$ cat src/rtl/alu_ctrl_pkg.sv
// Shared types and encodings for the multicycle ALU control sequencer.
// Imported by the FSM top and its output decoder.
package alu_ctrl_pkg;

   typedef enum logic [3:0] {
      S_RST, S_FETCH, S_DECODE, S_EXEC_R, S_EXEC_I, S_ADDR, S_MEM_RD,
      S_MDR_OP, S_WB_R, S_WB_I, S_WB_MEM, S_BRANCH, S_EXC
   } state_t;

   localparam logic [5:0] OP_RTYPE = 6'h00;
   localparam logic [5:0] OP_ADDI  = 6'h08;
   localparam logic [5:0] OP_LW    = 6'h23;
   localparam logic [5:0] OP_BEQ   = 6'h04;

   localparam logic [5:0] F_ADD = 6'h20;
   localparam logic [5:0] F_SUB = 6'h22;
   localparam logic [5:0] F_AND = 6'h24;

   localparam logic [1:0] ALUSRCA_PC  = 2'b00;
   localparam logic [1:0] ALUSRCA_A   = 2'b01;
   localparam logic [1:0] ALUSRCA_B   = 2'b10;
   localparam logic [1:0] ALUSRCA_MDR = 2'b11;

   localparam logic [1:0] ALUSRCB_B      = 2'b00;
   localparam logic [1:0] ALUSRCB_FOUR   = 2'b01;
   localparam logic [1:0] ALUSRCB_IMM    = 2'b10;
   localparam logic [1:0] ALUSRCB_IMM_SH = 2'b11;

   localparam logic [2:0] ALUOP_NONE = 3'b000;
   localparam logic [2:0] ALUOP_ADD  = 3'b001;
   localparam logic [2:0] ALUOP_SUB  = 3'b010;
   localparam logic [2:0] ALUOP_AND  = 3'b011;

   // Supported R-type functions map to an ALU op; anything else is illegal.
   function automatic logic [2:0] funct_to_aluop(input logic [5:0] f);
      case (f)
         F_ADD:   return ALUOP_ADD;
         F_SUB:   return ALUOP_SUB;
         F_AND:   return ALUOP_AND;
         default: return ALUOP_NONE;
      endcase
   endfunction

endpackage

$ cat src/rtl/alu_ctrl_decode.sv
// Moore output decoder: maps the sequencer state to datapath controls,
// with the write enables qualified by mem_ready / zero where needed.
module alu_ctrl_decode
   import alu_ctrl_pkg::*;
(
   input  state_t     state,
   input  logic [5:0] funct,
   input  logic       mem_ready,
   input  logic       zero,
   input  logic       exc_cause,
   output logic [1:0] alu_src_a,
   output logic [1:0] alu_src_b,
   output logic [2:0] alu_op,
   output logic       mem_read,
   output logic       iord,
   output logic       ir_write,
   output logic       pc_write,
   output logic       pc_src,
   output logic       ab_write,
   output logic       alu_out_write,
   output logic       mdr_write,
   output logic       reg_write,
   output logic       reg_dst,
   output logic       mem_to_reg,
   output logic       exc,
   output logic       exc_code
);

   always_comb begin
      alu_src_a     = ALUSRCA_PC;
      alu_src_b     = ALUSRCB_B;
      alu_op        = ALUOP_NONE;
      mem_read      = 1'b0;
      iord          = 1'b0;
      ir_write      = 1'b0;
      pc_write      = 1'b0;
      pc_src        = 1'b0;
      ab_write      = 1'b0;
      alu_out_write = 1'b0;
      mdr_write     = 1'b0;
      reg_write     = 1'b0;
      reg_dst       = 1'b0;
      mem_to_reg    = 1'b0;
      exc           = 1'b0;
      exc_code      = 1'b0;
      case (state)
         S_FETCH: begin
            mem_read  = 1'b1;
            alu_src_b = ALUSRCB_FOUR;
            alu_op    = ALUOP_ADD;
            ir_write  = mem_ready;
            pc_write  = mem_ready;
         end
         S_DECODE: begin
            ab_write      = 1'b1;
            alu_src_b     = ALUSRCB_IMM_SH;
            alu_op        = ALUOP_ADD;
            alu_out_write = 1'b1;
         end
         S_EXEC_R: begin
            alu_src_a     = ALUSRCA_A;
            alu_op        = funct_to_aluop(funct);
            alu_out_write = 1'b1;
         end
         S_EXEC_I, S_ADDR: begin
            alu_src_a     = ALUSRCA_A;
            alu_src_b     = ALUSRCB_IMM;
            alu_op        = ALUOP_ADD;
            alu_out_write = 1'b1;
         end
         S_MEM_RD: begin
            mem_read  = 1'b1;
            iord      = 1'b1;
            mdr_write = mem_ready;
         end
         S_MDR_OP: begin
            alu_src_a     = ALUSRCA_MDR;
            alu_op        = ALUOP_ADD;
            alu_out_write = 1'b1;
         end
         S_WB_R: begin
            reg_write = 1'b1;
            reg_dst   = 1'b1;
         end
         S_WB_I:   reg_write = 1'b1;
         S_WB_MEM: begin
            reg_write  = 1'b1;
            mem_to_reg = 1'b1;
         end
         S_BRANCH: begin
            alu_src_a = ALUSRCA_A;
            alu_op    = ALUOP_SUB;
            pc_src    = 1'b1;
            pc_write  = zero;
         end
         S_EXC: begin
            exc      = 1'b1;
            exc_code = exc_cause;
         end
         default: ;
      endcase
   end

endmodule

$ cat src/rtl/alu_ctrl_fsm.sv
// Multicycle control sequencer: state register, memory wait-state counter
// and next-state logic; outputs come from alu_ctrl_decode.
module alu_ctrl_fsm
   import alu_ctrl_pkg::*;
#(
   parameter logic [5:0] OP_ADDM      = 6'h30,
   parameter int         MEM_WAIT_MAX = 15
) (
   input  logic       clk,
   input  logic       reset,
   input  logic [5:0] opcode,
   input  logic [5:0] funct,
   input  logic       mem_ready,
   input  logic       zero,
   output logic [1:0] alu_src_a,
   output logic [1:0] alu_src_b,
   output logic [2:0] alu_op,
   output logic       mem_read,
   output logic       iord,
   output logic       ir_write,
   output logic       pc_write,
   output logic       pc_src,
   output logic       ab_write,
   output logic       alu_out_write,
   output logic       mdr_write,
   output logic       reg_write,
   output logic       reg_dst,
   output logic       mem_to_reg,
   output logic       exc,
   output logic       exc_code
);

   // The MEM_WAIT_MAX-th consecutive not-ready cycle is the one that times out;
   // ready on that same cycle still completes the access.
   localparam logic [3:0] WAIT_LAST = 4'(MEM_WAIT_MAX - 1);

   state_t     state_reg;
   logic [3:0] wait_cnt_reg;
   logic       exc_cause_reg;

   always_ff @(posedge clk) begin
      if (reset) begin
         state_reg     <= S_RST;
         wait_cnt_reg  <= '0;
         exc_cause_reg <= 1'b0;
      end else begin
         case (state_reg)
            S_RST: state_reg <= S_FETCH;
            S_FETCH, S_MEM_RD: begin
               if (mem_ready) begin
                  wait_cnt_reg <= '0;
                  if (state_reg == S_FETCH)
                     state_reg <= S_DECODE;
                  else if (opcode == OP_ADDM)
                     state_reg <= S_MDR_OP;
                  else
                     state_reg <= S_WB_MEM;
               end else if (wait_cnt_reg == WAIT_LAST) begin
                  wait_cnt_reg  <= '0;
                  exc_cause_reg <= 1'b1;
                  state_reg     <= S_EXC;
               end else begin
                  wait_cnt_reg <= wait_cnt_reg + 4'd1;
               end
            end
            S_DECODE: begin
               if (opcode == OP_RTYPE && funct_to_aluop(funct) != ALUOP_NONE)
                  state_reg <= S_EXEC_R;
               else if (opcode == OP_ADDI)
                  state_reg <= S_EXEC_I;
               else if (opcode == OP_LW || opcode == OP_ADDM)
                  state_reg <= S_ADDR;
               else if (opcode == OP_BEQ)
                  state_reg <= S_BRANCH;
               else begin
                  exc_cause_reg <= 1'b0;
                  state_reg     <= S_EXC;
               end
            end
            S_EXEC_R: state_reg <= S_WB_R;
            S_EXEC_I: state_reg <= S_WB_I;
            S_ADDR:   state_reg <= S_MEM_RD;
            S_MDR_OP: state_reg <= S_WB_I;
            default:  state_reg <= S_FETCH;
         endcase
      end
   end

   alu_ctrl_decode u_decode (
      .state         (state_reg),
      .funct         (funct),
      .mem_ready     (mem_ready),
      .zero          (zero),
      .exc_cause     (exc_cause_reg),
      .alu_src_a     (alu_src_a),
      .alu_src_b     (alu_src_b),
      .alu_op        (alu_op),
      .mem_read      (mem_read),
      .iord          (iord),
      .ir_write      (ir_write),
      .pc_write      (pc_write),
      .pc_src        (pc_src),
      .ab_write      (ab_write),
      .alu_out_write (alu_out_write),
      .mdr_write     (mdr_write),
      .reg_write     (reg_write),
      .reg_dst       (reg_dst),
      .mem_to_reg    (mem_to_reg),
      .exc           (exc),
      .exc_code      (exc_code)
   );

endmodule

$ cat config.mk
export PLATFORM = sky130hd
export DESIGN_NAME = alu_ctrl_fsm
export DESIGN_NICKNAME = d
export VERILOG_FILES = /design/src/rtl/alu_ctrl_pkg.sv /design/src/rtl/alu_ctrl_decode.sv /design/src/rtl/alu_ctrl_fsm.sv
export SDC_FILE = /design/constraint.sdc
export NUM_CORES = 1
export LEC_CHECK = 0
export BUFFER_PORTS_ARGS = -buffer_cell sky130_fd_sc_hd__buf_2
export CORE_MARGIN = 5
export CORE_UTILIZATION = 40
export CTS_CLUSTER_SIZE = 24
export DETAILED_ROUTE_END_ITERATION = 12
export HOLD_SLACK_MARGIN = 0.15
export PLACE_DENSITY = 0.65
export SLEW_MARGIN = 10
export SYNTH_ARGS = -nofsm -noshare
export SYNTH_HDL_FRONTEND = slang
export SYNTH_SLANG_ARGS = --single-unit
$ cat constraint.sdc
create_clock -name clk -period 2.7 [get_ports clk]
set_input_delay 0.54 -clock clk [delete_from_list [all_inputs] [get_ports clk]]
set_output_delay 0.54 -clock clk [all_outputs]
set_load 0.05 [all_outputs]
Word level (Yosys, flattened, before mapping):

Cells that the tools add are included.
Widths: inputs -> output; s select.

* register bits after elaboration: 9
* bits of input ports: 16
* output and inout port bits: 20

* $add $sub $neg: 1
* eq/ne operators: 27
* muxes and demuxes: 37
* reduce and logical (&&, ||, !) cells: 13

Operator list (count)
* $mux 4: 9
* $eq 6x6->1 const B: 5
* $eq 4x4->1 const B: 6
* $pmux 4 s5: 1
* $mux 1: 18
* $pmux 2 s3: 3
* $eq 4x3->1 const B: 4
* $ne 2x2->1 const B: 5
* $reduce_or 5->1: 2
* $mux 3: 3
* $eq 4x2->1 const B: 2
* $reduce_and 7->1: 1
* $eq 6x3->1 const B: 1
* $eq 6x4->1 const B: 1
* $logic_not 6->1: 1
* $reduce_or 2->1: 3
* $add 4x1->4 const B: 1
* $eq 4x1->1 const B: 1
* $pmux 1 s2: 2
* $pmux 2 s2: 1
* $reduce_or 4->1: 1
* $ne 3x1->1 const B: 1
* $reduce_bool 3->1: 1
* $reduce_or 3->1: 1
* 4 further kinds: 4

Depth between registers and ports, before layout:

* depth in word-level cells: 8
* gate-level depth with buffers: 6
* mapped depth without buffers: 6

Modules after synthesis:

From an unflattened synthesis, not the netlist that was laid out.

* cells, all modules: 136
* area total of the unflattened synthesis: 1024.7 µm²

By module, submodules not included
* alu_ctrl_fsm: instances 1, cells an instance 90, area each 721.9 µm²
* alu_ctrl_decode: instances 1, cells an instance 46, area each 302.8 µm²

Worst setup path after synthesis:

OpenSTA, ideal clock, no wires.

* path kind: reg-to-output
* from: register state_reg[1]
* to: output mdr_write
* arrival time: 2895 ps
* required time: 2160 ps
* path slack: -735 ps
* cell stages (with the launch flop): 5
* buffers on the path: 2
* cell sequence: dfxtp_1 buf_2 buf_2 nor4bb_1 and2_1

* word-level cells in the longest chain between the ends: 2

Ends and longest elaborated chain
* start: declaration: line alu_ctrl_fsm.sv:37 `state_t state_reg;`
* start signal: assignment: line alu_ctrl_fsm.sv:43 `state_reg <= S_RST;`
* start signal: assignment: line alu_ctrl_fsm.sv:48 `S_RST: state_reg <= S_FETCH;`
* start signal: assignment: line alu_ctrl_fsm.sv:53 `state_reg <= S_DECODE;`
* $eq 4x3->1: line alu_ctrl_decode.sv:46 `case (state)`
* $mux 1: line alu_ctrl_decode.sv:46
* end: declaration: line alu_ctrl_fsm.sv:25 `output logic mdr_write,`

No other way between the ends.

Worst setup path after layout:

* from: register state_reg[2]
* to: output mdr_write

Same word-level chain as after synthesis.

==> qor.yml <==
synthArstFlopShare_pct: 0
final-seq-area_um2: 180.2
final_nets: 172
grt_pass1_wl_um: 3981
cts_hold_buf: 0
drive_gt1_share_pct: 31.37
die_h_um: 57.46
synth_cells: 124
finalHoldViolCount: 0
power_leakage_uw: 0.0005052
synth_ff_type: "dfxtp_1"
cts-resized-gates: 0
ys_seq_elements: 9
ys_seq_area_share_pct: 20.00
numCtsBuffers: 3
reg2reg_depth: 4
timing.slew.headroom_pct: 52.85
path_clk_slew_ns: 0.05
boundaryPins: 36
cpLargestDelayFamily: "flip-flops"
port_buffers: 34
grt_max_degree: 23
status: "complete, no violations"
avgSynthCellArea_um2: 7.265
power_uw: 415.5
antenna_left: 0
clock_latency_ns: 0.26
area_delta_synth_final_pct: 23.89
antenna_found_initial: 0
worst-setup-path-type: "flop to output pin"
dr.pass1.iters: 4
vias: 1015
slew_viol_final: 0
cpMaxStageDelayCell: "dfxtp_1"
holdPathStages: 2
synth_edf_count: 0
syn_area_um2: 900.9
start_util_pct: 41.12
r2r_setup_slack_ns: 0.59
root_buffer: "clkbuf_4"
cp_cell_sequence: "nor4bb_2, and2_1, buf_2"
cp.arrival_ns: 1.86
cp.required_ns: 2.16
tightestPinTransition_ns: 0.7062
crit_buf_inv: 1
critPathMaxStageDelay_ns: 0.73
grt.overflow.total: 0
cap_violations: 0
fin_skew_ns: 0.008092
drtIter0Drc: 36
final_util_pct: 50.94
cts_tree: "done"
clkSinkCount: 9
fp-row-count: 17
fin_crit_sh_pct: 88.93
multiInputGateArea_um2: 681.9
synth_cell_types: 44
r2r-start: "state_reg[2]"
grt_pass1_vias: 901
die-area_mm2: 0.003301
die_x_um: 57.46
gp_congestion: 0.8660
h-tree-depth: 1
clockBufferDepth: 2
wl_per_cell_um: 13.17
place_hpwl_um: 1877
syn_nets: 142
synth_warnings: 0
setup.worst_path.end_class: "output pin"
min_from: "wait_cnt_reg[1]"
period_minus_slack_ns: 2.401
ir_drop_uv: 306.2
gr-usage-all-layers_pct: 14.64
drc: 0
cp_max_fo: 22
power_density_mw_per_mm2: 372.3
rsz0062_at_grt: "no"
n_fill_cell: 212
core-area_mm2: 0.002191
num_antenna_cells: 0
setup_viol: 0
cts_setup_buffers: 0
hp-class: "flop to flop"
drt_wl_total_um: 2383
max_freq_mhz: 416.5
start_kind: "flop"
min_to: "wait_cnt_reg[1]"
r2r_end: "state_reg[0]"
viasPerCell: 5.608
[how the worst max path moves through the flow]
stage | from | to | slack (ns) | cells past startpoint
floorplan | state_reg[1] | mdr_write | -0.11 | 4
CTS | state_reg[2] | mdr_write | 0.28 | 3
finish | state_reg[2] | mdr_write | 0.30 | 3
detailed placement | funct[0] | alu_op[0] | 0.49 | 6
global placement | funct[0] | alu_op[1] | 0.54 | 5
global route | state_reg[2] | mdr_write | 0.14 | 3
[synth_stat cells (4+ instances only)]
cell,n,area share (%)
a21oi_1,12,6.7
clkbuf_1,5,2.1
dfxtp_1,9,20
inv_1,4,1.7
nand2_1,7,2.9
nand2b_1,5,3.5
nand3_1,4,2.2
nor2_1,11,4.6
nor3_1,6,3.3
nor3b_1,4,3.3
o21ai_0,7,3.9
[metal layers]
layer	part of all wire, %	GRT usage [%]
met2	46	23.39
met5	0	0
met1	44	18.39
met3	8.3	4.751
met4	1.6	4.967
[logic make-up after synthesis]
kind of cell               Yosys count  share of synthesized area, %
other                                1                        0.4163
DFF                                  9                         20.00
buffers and inverters               14                         6.666
muxes                                2                         2.361
AOI/OAI and AO/OA                   38                         27.92
xor gates and xnor gates             2                         1.945
adders and majority gates            2                         2.777
and+or+nand+nor                     56                         37.92
[through the flow]
stage / cells / cell area, um2 / setup WS [ns] / hold WS [ns] / setup TNS [ns]
after CTS: 181 / 1116 / 0.2786 / 0.5013 / 0
after detailed placement: 177 / 1090 / 0.4899 / 0.4931 / 0
after global placement: 177 / 1090 / 0.5376 / 0.4849 / 0
final: 181 / 1116 / 0.2989 / 0.4986 / 0
after global routing: 181 / 1116 / 0.1442 / 0.5212 / 0
after floorplan: 124 / 922.1 / -0.1142 / 0.4653 / -0.1142
[where the power goes]
group / internal [uW] / leakage (uW) / switching, uW
clock: 56.8 / 0.0000150 / 45.3
combinational: 53.8 / 0.000417 / 111
sequential: 138 / 0.0000732 / 10.9
total: 248 / 0.000505 / 167
[worst min-delay path, cell delays in order, from the launching register on]
cell     delay [ns]
dfxtp_1        0.34
nand2_1        0.06
a21oi_1        0.05
[layout by cell type (no fill, tap or decap), types with 2 or more instances in the layout]
cell	instances
nor4b_2	2
nand2_1	7
nand3b_1	2
buf_2	34
a31oi_1	2
a211oi_1	3
nand3_1	4
a21o_1	3
dfxtp_1	9
nor3b_1	2
nand2b_1	5
nor4b_1	2
ha_1	2
and2_1	3
o21ai_0	7
inv_1	4
a21oi_1	12
nor3b_2	2
a31o_2	2
clkbuf_4	3
nor2b_1	2
nor3_1	5
nor2_1	11
and3b_1	3
[layout make-up]
cell class	count	share of cell area [%]
Multi-Input combinational cell	101	61.10
Sequential cell	9	16.14
Timing Repair Buffer	35	15.92
Tap cell	28	3.139
Clock buffer	4	2.354
Inverter	4	1.345
Power figures use the tool's default switching activity.
